File: config.mk
export PLATFORM = sky130hd
export DESIGN_NAME = arith_result_fifo
export DESIGN_NICKNAME = d
export VERILOG_FILES = /design/src/rtl/arith_pkg.sv /design/src/rtl/arith_flag_gen.sv /design/src/rtl/arith_result_fifo.sv
export SDC_FILE = /design/constraint.sdc
export NUM_CORES = 1
export LEC_CHECK = 0
export ABC_AREA = 0
export CAP_MARGIN = 30
export CORE_UTILIZATION = 50
export CTS_CLUSTER_DIAMETER = 120
export DETAILED_ROUTE_END_ITERATION = 7
export PLACE_DENSITY = 0.73
export SETUP_SLACK_MARGIN = 0.2
export SYNTH_ARGS = -nofsm -noshare
export SYNTH_HDL_FRONTEND = slang
export SYNTH_SLANG_ARGS = --single-unit
export TNS_END_PERCENT = 20
File: constraint.sdc
create_clock -name clk -period 5.3 [get_ports clk]
set_clock_uncertainty 0.15 [all_clocks]
set_input_delay 1.06 -clock clk [delete_from_list [all_inputs] [get_ports clk]]
set_output_delay 1.06 -clock clk [all_outputs]
set_load 0.03 [all_outputs]
File: src/rtl/arith_pkg.sv
// Shared definitions for the arithmetic unit and its downstream result FIFO.
// Status bit positions and the packed result/status entry at the unit's native width.
package arith_pkg;

  localparam int unsigned ARITH_M    = 32;
  localparam int unsigned ERROR      = 3;
  localparam int unsigned NOT_EVEN_1 = 2;
  localparam int unsigned ZEROS      = 1;
  localparam int unsigned OVERFLOW   = 0;

  typedef struct packed {
    logic [3:0]         status;
    logic [ARITH_M-1:0] result;
  } arith_entry_t;

endpackage

File: src/rtl/arith_flag_gen.sv
// Combinational zero and odd-parity detector over an M-bit result.
// Used by arith_result_fifo only when ARITH_FLAG_FILL_EN is defined.
module arith_flag_gen #(
  parameter int unsigned M = 32
) (
  input  logic [M-1:0] result,
  output logic         zero_flag,
  output logic         odd_flag
);

  function automatic logic odd_parity(input logic [M-1:0] value);
    return ^value;
  endfunction

  assign zero_flag = (result == {M{1'b0}});
  assign odd_flag  = odd_parity(result);

endmodule

File: src/rtl/arith_result_fifo.sv
// Show-ahead capture FIFO for arithmetic-unit results with saturating error/drop counters.
// Optional macro ARITH_FLAG_FILL_EN ORs derived ZEROS / NOT_EVEN_1 flags into stored status.
module arith_result_fifo
  import arith_pkg::*;
#(
  parameter int unsigned M     = 32,
  parameter int unsigned DEPTH = 4
) (
  input  logic                     clk,
  input  logic                     i_reset,
  input  logic                     i_valid,
  input  logic [M-1:0]             i_result,
  input  logic [3:0]               i_status,
  input  logic                     i_ready,
  output logic                     o_valid,
  output logic [M-1:0]             o_data,
  output logic [3:0]               o_status,
  output logic [$clog2(DEPTH):0]   o_count,
  output logic                     o_full,
  output logic                     o_empty,
  output logic [7:0]               o_err_cnt,
  output logic [7:0]               o_drop_cnt
);

  localparam int unsigned AW = $clog2(DEPTH);
  localparam int unsigned PW = AW + 1;
  localparam int unsigned EW = M + 4;

  logic [EW-1:0] mem_r [DEPTH];
  logic [PW-1:0] wr_ptr_r;
  logic [PW-1:0] rd_ptr_r;
  logic [7:0]    err_cnt_r;
  logic [7:0]    drop_cnt_r;

  logic          empty_s;
  logic          full_s;
  logic          pop_s;
  logic          push_s;
  logic          drop_s;
  logic [M-1:0]  wr_result_s;
  logic [3:0]    wr_status_s;
  logic [EW-1:0] head_s;

  assign empty_s = (wr_ptr_r == rd_ptr_r);
  assign full_s  = (wr_ptr_r[AW-1:0] == rd_ptr_r[AW-1:0]) && (wr_ptr_r[AW] != rd_ptr_r[AW]);
  assign pop_s   = i_ready && !empty_s;
  assign push_s  = i_valid && (!full_s || pop_s);
  assign drop_s  = i_valid && full_s && !pop_s;

`ifdef ARITH_FLAG_FILL_EN
  logic zero_flag_s;
  logic odd_flag_s;

  arith_flag_gen #(.M(M)) u_flag_gen (
    .result    (wr_result_s),
    .zero_flag (zero_flag_s),
    .odd_flag  (odd_flag_s)
  );
`endif

  // Sanitise the incoming result on ERROR and build the status to store.
  always_comb begin
    wr_status_s = i_status;
    if (i_status[ERROR]) begin
      wr_result_s = {M{1'b0}};
    end else begin
      wr_result_s = i_result;
    end
`ifdef ARITH_FLAG_FILL_EN
    wr_status_s[ZEROS]      = i_status[ZEROS] | zero_flag_s;
    wr_status_s[NOT_EVEN_1] = i_status[NOT_EVEN_1] | odd_flag_s;
`endif
  end

  // Storage, pointers and saturating debug counters.
  always_ff @(posedge clk or negedge i_reset) begin
    if (!i_reset) begin
      for (int i = 0; i < int'(DEPTH); i++) begin
        mem_r[i] <= {EW{1'b0}};
      end
      wr_ptr_r   <= {PW{1'b0}};
      rd_ptr_r   <= {PW{1'b0}};
      err_cnt_r  <= 8'd0;
      drop_cnt_r <= 8'd0;
    end else begin
      if (push_s) begin
        mem_r[wr_ptr_r[AW-1:0]] <= {wr_status_s, wr_result_s};
        wr_ptr_r                <= wr_ptr_r + {{(PW-1){1'b0}}, 1'b1};
        if (wr_status_s[ERROR] && (err_cnt_r != 8'd255)) begin
          err_cnt_r <= err_cnt_r + 8'd1;
        end
      end
      if (pop_s) begin
        rd_ptr_r <= rd_ptr_r + {{(PW-1){1'b0}}, 1'b1};
      end
      if (drop_s && (drop_cnt_r != 8'd255)) begin
        drop_cnt_r <= drop_cnt_r + 8'd1;
      end
    end
  end

  // Head is forced to zero when empty so stale storage never leaks out.
  assign head_s     = empty_s ? {EW{1'b0}} : mem_r[rd_ptr_r[AW-1:0]];
  assign o_data     = head_s[M-1:0];
  assign o_status   = head_s[EW-1:M];
  assign o_valid    = !empty_s;
  assign o_empty    = empty_s;
  assign o_full     = full_s;
  assign o_count    = wr_ptr_r - rd_ptr_r;
  assign o_err_cnt  = err_cnt_r;
  assign o_drop_cnt = drop_cnt_r;

endmodule
After elaboration in Yosys (flattened, before gate mapping). Index checks and enable logic that the tools add are counted.

Add/subtract/negate cells: 5. $lt $le $gt $ge: 3. Equal/unequal tests: 5. Multiplexer cells: 8. Bitwise logic cells: 2. Reductions and logical operators: 13.

Operators by type and width (count): 144-bit bitwise mux (1); 36-bit two-way mux (4); 36-bit binary-select mux with 2-bit select (1); 36-bit demux with 2-bit select (1); 32-bit two-way mux (1); 8-bit by 1-bit adder with 8-bit output, second input constant (2); 8-bit inequality test, second input constant (2); 1-bit logical AND (8); 3-bit by 1-bit adder with 3-bit output, second input constant (2); 3-bit greater-or-equal comparator, second input constant (2); 2-bit inverter with 3-bit output (2); 3-bit equality test (1); 1-bit zero test (3); 3-bit by 1-bit < comparator with 1-bit output, second input constant (1); 3-bit subtractor (1); 2-bit equality test (1); 2-bit AND reduction (1); 1-bit logical OR (1); 1-bit inequality test (1).

Register bits after elaboration: 166. Logic and storage cells: 44.

Depth between registers and ports, before layout. Gate-level depths: netlist of run 1.

Depth in word-level cells: 6. Mapped depth: 10. Mapped depth without buffers: 6.

Worst setup path before layout of run 1. No wires, ideal clock.

Path kind: reg-to-output. Start: reg rd_ptr_r[1]. End: out o_data[27]. Arrival time: 2.367 ns. Data required time: 4.090 ns. Setup slack: 1.723 ns. Cell stages (with the launch flop): 8. Cell sequence: dfrtp_1 clkbuf_1 clkbuf_1 inv_1 ha_1 nand3_1 clkbuf_1 and2_1.

Longest elaborated chain between the ends: 5. Elaborated cells on any way between the ends: 6. Classes of those cells: 1 x eq/ne; 4 x mux; 1 x bitwise.

Ends and longest elaborated chain: from (decl) (line arith_result_fifo.sv:31) `logic [PW-1:0] rd_ptr_r;`; from (signal assigned) (line arith_result_fifo.sv:82) `rd_ptr_r <= {PW{1'b0}};`; from (signal assigned) (line arith_result_fifo.sv:94) `rd_ptr_r <= rd_ptr_r + {{(PW-1){1'b0}}, 1'b1};`; 2-bit inverter with 3-bit output (implied by the code) (line arith_result_fifo.sv:103) `assign head_s = empty_s ? {EW{1'b0}} : mem_r[rd_ptr_r[AW-1:0]];`; 36-bit binary-select mux with 2-bit select (line arith_result_fifo.sv:103); 36-bit two-way mux (implied by the code) (2 in series) (line arith_result_fifo.sv:103); 36-bit two-way mux * (line arith_result_fifo.sv:103); to (decl) (line arith_result_fifo.sv:16) `output logic [M-1:0] o_data,`.

Every way passes the cells marked *; elsewhere a longest branch is shown, timed or not. The select of a mux whose other input is x is not followed.

Worst setup path after layout of run 1.
Start: reg rd_ptr_r[2]. End: out o_data[31].

Longest elaborated chain between the ends: 2.

Ends and longest elaborated chain: 3-bit equality test (line arith_result_fifo.sv:44) `assign empty_s = (wr_ptr_r == rd_ptr_r);`; 36-bit two-way mux (line arith_result_fifo.sv:103).

Every way passes these cells.

==> run_results.csv, run 1 <==
group,metric,value,unit
floorplanning,die_h,125,um
clock_network,cts_root_buf,"clkbuf_16",
global_routing,grt_max_degree,97,
pwr,p_leak,4.06,nW
drt,ant_nets,0,
pwr,intPower,3.99,mW
final_layout,fillers,1109,
sta,hold_violations,0,
synthesis,synth_top_area_share,0.548,
clock_network,hold_buffers,0,
synthesis,ys_ff_latch,166,
run_status,status,"complete, but fails checks",
clock_network,clkSlewWorstSetupHoldPaths,0.07,ns
sta,relSlewSlack,0.413,
worst_setup_path,reg2reg_slack,2.38,ns
worst_setup_path,cp.arrival,3.03,ns
place,routabilityCongestion,0.764,
drt,post_drt_via_cell_ratio,5.48,
pwr,ir_drop,0.503,mV
sta,setup_viol,0,
floorplanning,placementRows,44,
drt,drt_first_pass_iters,8,
final_layout,syn_to_final_growth,22.9,%
sta,max_freq,236,MHz
flow_run,drv_cap,0,
sta,min_period_over_period,0.801,
synthesis,ys_seq_area_frac,0.548,
worst_setup_path,start_kind,"flop",
clock_network,cts_resized,0,
clock_network,clk_latency,0.42,ns
sta,fin_crit,4.24,ns
synthesis,ys_top_cells_by_area,"dfrtp_1, mux4_2, o21ai_0",
global_routing,grt_pass1_vias,5450,
pwr,power_density,701,mW/mm^2
worst_setup_path,cp_slowest_stage_delay,0.70,ns
sta,setup-tns-final,0,ns
worst_setup_path,timing.rr.start,"wr_ptr_r[0]$_DFFE_PN0P_",
final_layout,nets,804,
synthesis,ys.flop_type,"dfrtp_1",
worst_setup_path,cp.required,4.09,ns
sta,rsz0062_at_grt,"false",
place,portBuffers,97,
clock_network,post_cts_buffers,0,
sta,slew_violations,0,
global_routing,overflow,0,
worst_setup_path,slowest_stage,"nand3_2",
worst_setup_path,path_max_fanout,40,
clock_network,htreeDepth,4,
floorplanning,io_pins,98,
sta,worst_slew_pin_slew,0.881,ns
floorplanning,die-area,0.0156,sq mm
worst_setup_path,worstSetupEndpoint,"o_data[31]",
final_layout,antenna_cells,0,
synthesis,synthCells,671,
clock_network,cts_tree,"yes",
global_routing,grt_usage,0.225,
pwr,pwr-share-seq,0.323,
floorplanning,core-area,0.0146,sq mm
drt,drt-initial-drc-count,375,
synthesis,synth_most_common_cell,"dfrtp_1",
global_routing,grt_pass1_wl,27200,um
pwr,comb_power_share,0.479,
worst_setup_path,critPathCaptureType,"output pin",
worst_setup_path,path_class,"flop to output pin",
synthesis,async_reset_ff_frac,1.00,
final_layout,finalNonFillerCells,951,
clock_network,cts_sinks,166,
synthesis,synth_area,0.00757,sq mm
place,placedCellCount,919,
run_status,violations,"DRC",
synthesis,yosys_warnings,0,
worst_setup_path,r2r-end,"mem_r[7]$_DFFE_PN0P_",
place,dpl.hpwl,10000,um
worst_setup_path,reg2regPathDepth,7,
final_layout,finish.utilization,0.636,
drt,wire_per_inst,17.1,um
synthesis,ys_types,34,
worst_setup_path,crit_start,"rd_ptr_r[2]$_DFFE_PN0P_",
global_routing,antenna_found_initial,0,
synthesis,synth-edff-count,0,
worst_setup_path,crit_chain,"xnor2_4 > nand3_2 > and2_1 > clkdlybuf4s50_1",
final_layout,post_route_cells_drive_above_1_share,0.145,
pwr,p_switching,2.53,mW
floorplanning,initial_utilization,0.517,
drt,routed_wirelength,16200,um
floorplanning,die_w,125,um
worst_hold_path,hp-class,"flop to flop",
drt,drcViolationCount,8,
clock_network,cts_buffers,17,
pwr,sw_frac_of_total,0.388,
drt,via_count,5213,
synthesis,synth_fp_nets,721,
place,dp_slack,1.52,ns
clock_network,cts_buffer_depth,2,
pwr,clkPwrFrac,0.198,
synthesis,syn_avg_cell_area,11.3,sq um
synthesis,netlist_top_cells_count,"dfrtp_1, nand2_1, o21ai_0",
synthesis,synth_area_leader_cell,"dfrtp_1",
sta,layout_setup_ws,1.06,ns
cell families (layout without fill, tap and decap cells):
group	after synthesis	after routing	share of synthesized area
muxes	58	58	0.140
DFF	166	166	0.548
xor gates and xnor gates	17	17	0.0221
and+or+nand+nor	234	234	0.150
AOI/OAI and AO/OA	135	135	0.0927
buffers and inverters	51	147	0.0296
adders and majority gates	10	10	0.0175
sequential cells by signal, indices dropped and copies added, names as in the netlist:
name,cells
o_err_cnt,8
mem_r,144
o_drop_cnt,8
wr_ptr_r,3
rd_ptr_r,3
how the worst min path moves through the flow:
stage                               start                     to  slack [ns]  cells past startpoint
global route        mem_r[45]$_DFFE_PN0P_  mem_r[45]$_DFFE_PN0P_        0.34                      2
floorplan           mem_r[36]$_DFFE_PN0P_  mem_r[36]$_DFFE_PN0P_        0.29                      2
detailed placement  mem_r[45]$_DFFE_PN0P_  mem_r[45]$_DFFE_PN0P_        0.31                      2
finish              mem_r[45]$_DFFE_PN0P_  mem_r[45]$_DFFE_PN0P_        0.33                      2
global placement    mem_r[87]$_DFFE_PN0P_  mem_r[87]$_DFFE_PN0P_        0.31                      2
CTS                 mem_r[45]$_DFFE_PN0P_  mem_r[45]$_DFFE_PN0P_        0.33                      2
power groups by stage:
stage | registers, mW | clock network, mW | logic (mW)
2_1_floorplan | 2.09 | 0 | 2.08
3_3_place_gp | 2.06 | 0 | 3.08
3_5_place_dp | 2.12 | 0 | 3.15
4_1_cts | 2.11 | 1.31 | 3.17
5_1_grt | 2.17 | 1.37 | 3.38
6_report | 2.10 | 1.29 | 3.13
cells in the final DEF, fill, tap and decap left out, types with 2 or more instances in the layout:
cell             count
clkinvlp_4           2
o211ai_1             2
mux4_2              36
nand2b_1            33
o211ai_4             2
clkinv_2             6
nor2_1               4
clkbuf_16           17
bufinv_16            4
and3_1               3
inv_1                7
dfrtp_2              2
nand4_1              6
ha_1                 9
dfrtp_1            164
nor4_1               2
nor3_1               4
xnor2_1             11
o21ai_1              6
buf_4               11
nand2_1            133
mux2_2              20
and2_1              36
o21ai_0            122
clkinv_4             2
nand3_1              7
a31oi_1              2
clkdlybuf4s50_1     96
xor2_1               5
routing by layer:
layer,vias up,wire length [um],share of wire,global-route usage
li1,2479,-,-,-
met1,2630,7080,0.44,0.285
met2,91,8470,0.52,0.385
met3,13,492,0.030,0.0496
met4,0,200,0.012,0.0732
met5,-,0,0,0
layout make-up:
type	count	area (sq um)	share of cell area
flip-flops and latches	166	4160	0.447
well taps	184	230	0.0247
clock buffers	18	439	0.0472
multi-input cells	454	3220	0.346
repair buffers	108	1050	0.113
clock inverters	14	183	0.0196
inverters	7	26.3	0.00282
critical path, delay by kind of cell (launching register included):
kind / cells / cell delay [ns]
and+or+nand+nor: 2 / 1.10
DFF: 1 / 0.45
buffers and inverters: 1 / 0.60
xor gates and xnor gates: 1 / 0.43
through the flow:
step                      hold slack [ns]  total power, mW  instance area [sq um]
after floorplan                     0.295             4.16                   7570
after global routing                0.342             6.92                   9310
after CTS                           0.329             6.59                   9310
after detailed placement            0.314             5.27                   8690
after global placement              0.306             5.14                   8690
final                               0.328             6.52                   9310
Note: power is estimated with default switching activity, not from simulation.
==> run 2, diff against run 1 <==
==> constraint.sdc (replaced) <==
create_clock -name clk -period 4.3 [get_ports clk]
set_clock_uncertainty 0.15 [all_clocks]
set_input_delay 0.86 -clock clk [delete_from_list [all_inputs] [get_ports clk]]
set_output_delay 0.86 -clock clk [all_outputs]
set_load 0.03 [all_outputs]
==> run 2 against run 1 <==
The flow now finishes without violations. Worst setup slack got worse by 0.40 ns. Sequential power up 23%. Sequential cell count stayed put. Non-clock buffer count unchanged. Cell count fell by 0.11%. Critical path depth grew 1. Highest routed layer unchanged.
==> run_results.csv, run 2 (same netlist as run 1, synthesis figures left out) <==
group,metric,value,unit
drt,via_count,5327,
floorplanning,core-area,0.0146,sq mm
sta,setup-tns-final,0,ns
worst_setup_path,timing.rr.start,"wr_ptr_r[0]$_DFFE_PN0P_",
floorplanning,die_h,125,um
sta,min_period_over_period,0.848,
floorplanning,placementRows,44,
flow_run,drv_cap,0,
sta,worst_slew_pin_slew,0.931,ns
sta,slew_violations,0,
clock_network,hold_buffers,0,
drt,routed_wirelength,16600,um
place,dpl.hpwl,10200,um
sta,rsz0062_at_grt,"false",
worst_setup_path,path_class,"flop to output pin",
worst_setup_path,cp.required,3.29,ns
clock_network,cts_sinks,166,
sta,max_freq,274,MHz
global_routing,grt_pass1_vias,5626,
clock_network,htreeDepth,4,
clock_network,cts_buffers,17,
drt,ant_nets,0,
worst_setup_path,slowest_stage,"clkdlybuf4s50_1",
place,routabilityCongestion,0.819,
floorplanning,die-area,0.0156,sq mm
final_layout,antenna_cells,0,
final_layout,nets,804,
worst_setup_path,critPathBufInv,2,
global_routing,overflow,0,
worst_setup_path,critical-path-top-delay-family,"buffers and inverters",
sta,setup_viol,0,
final_layout,syn_to_final_growth,23.6,%
worst_setup_path,reg2reg_slack,1.67,ns
clock_network,clk_latency,0.42,ns
final_layout,post_route_cells_drive_above_1_share,0.142,
worst_setup_path,crit_start,"rd_ptr_r[2]$_DFFE_PN0P_",
final_layout,final_cell_mix,"dfrtp_1, nand2_1, o21ai_0, clkdlybuf4s50_1",
worst_setup_path,critPathCaptureType,"output pin",
drt,post_drt_via_cell_ratio,5.61,
clock_network,cts_buffer_depth,2,
sta,hold_violations,0,
drt,drt_first_pass_iters,7,
global_routing,antenna_found_initial,0,
drt,drcViolationCount,0,
final_layout,largest_reg_flops,144,
worst_setup_path,worstSetupEndpoint,"o_data[7]",
clock_network,cts_tree,"yes",
place,portBuffers,97,
global_routing,grt_pass1_wl,28200,um
pwr,power,8.13,mW
worst_setup_path,path_max_fanout,30,
worst_setup_path,start_kind,"flop",
floorplanning,initial_utilization,0.517,
worst_setup_path,cp.arrival,2.64,ns
drt,wire_per_inst,17.5,um
final_layout,fillers,1111,
clock_network,cts_root_buf,"clkbuf_16",
worst_setup_path,r2r-end,"mem_r[8]$_DFFE_PN0P_",
sta,relSlewSlack,0.379,
clock_network,cts_resized,0,
worst_setup_path,crit_chain,"xnor2_4 > nand3_2 > buf_12 > and2_1 > clkdlybuf4s50_1",
clock_network,clkSlewWorstSetupHoldPaths,0.06,ns
worst_hold_path,hp-class,"flop to flop",
run_status,status,"finished clean",
final_layout,top_register,"mem_r",
clock_network,post_cts_buffers,0,
global_routing,grt_max_degree,103,
worst_setup_path,reg2regPathDepth,7,
floorplanning,die_w,125,um
pwr,p_leak,4.09,nW
worst_setup_path,cp_slowest_stage_delay,0.59,ns
sta,fin_crit,3.65,ns
pwr,ir_drop,0.496,mV
final_layout,final_common_cell,"dfrtp_1",
drt,drt-initial-drc-count,391,
pwr,power_density,869,mW/mm^2
floorplanning,io_pins,98,
global_routing,grt_usage,0.230,
worst_setup_path,worstSetupPathDepth,5,
-- run 2: cell type report --
class	count	area, sq um	share of cell area
multi-input combinational	454	3220	0.344
sequential	166	4160	0.444
tap	184	230	0.0246
clock inverter	11	155	0.0166
inverter	7	26.3	0.00281
clock buffer	20	457	0.0488
timing repair buffer	108	1120	0.119
-- run 2: worst min-delay path by stage --
stage	from	endpoint	slack [ns]	depth (start not counted)
3_5_place_dp	mem_r[56]$_DFFE_PN0P_	mem_r[56]$_DFFE_PN0P_	0.32	2
4_1_cts	mem_r[56]$_DFFE_PN0P_	mem_r[56]$_DFFE_PN0P_	0.33	2
5_1_grt	mem_r[4]$_DFFE_PN0P_	mem_r[4]$_DFFE_PN0P_	0.35	2
3_3_place_gp	mem_r[100]$_DFFE_PN0P_	mem_r[100]$_DFFE_PN0P_	0.31	2
6_report	mem_r[56]$_DFFE_PN0P_	mem_r[56]$_DFFE_PN0P_	0.33	2
2_1_floorplan	mem_r[36]$_DFFE_PN0P_	mem_r[36]$_DFFE_PN0P_	0.29	2
-- run 2: worst register-to-register path: stages, from the launching register on --
cell and delay [ns]:
dfrtp_1 0.41, inv_1 0.10, ha_1 0.38, nand3b_1 0.28, o211ai_4 0.63, buf_4 0.40, nand2_1 0.11, o21ai_0 0.09
-- run 2: routing by layer --
layer | track usage | part of all wire
met2 | 0.384 | 0.51
met5 | 0 | 0
met4 | 0.0811 | 0.014
met3 | 0.0432 | 0.035
met1 | 0.302 | 0.44
-- run 2: per-stage QoR --
stage	cell area, sq um	util	std cells	hold slack (ns)	setup WS, ns
2_1_floorplan	7570	-	671	0.295	0.923
3_3_place_gp	8750	0.597	919	0.306	1.14
3_5_place_dp	8750	0.597	919	0.315	1.06
4_1_cts	9360	0.639	950	0.329	0.636
5_1_grt	9360	0.639	950	0.351	0.548
6_report	9360	0.639	950	0.325	0.653
-- run 2: report_power, final --
part | switching, mW | internal [mW] | leakage, nW | total [mW]
clock | 0.582 | 0.992 | 0.309 | 1.57
combinational | 2.18 | 1.78 | 1.64 | 3.96
sequential | 0.380 | 2.21 | 2.14 | 2.59
total | 3.14 | 4.99 | 4.09 | 8.13
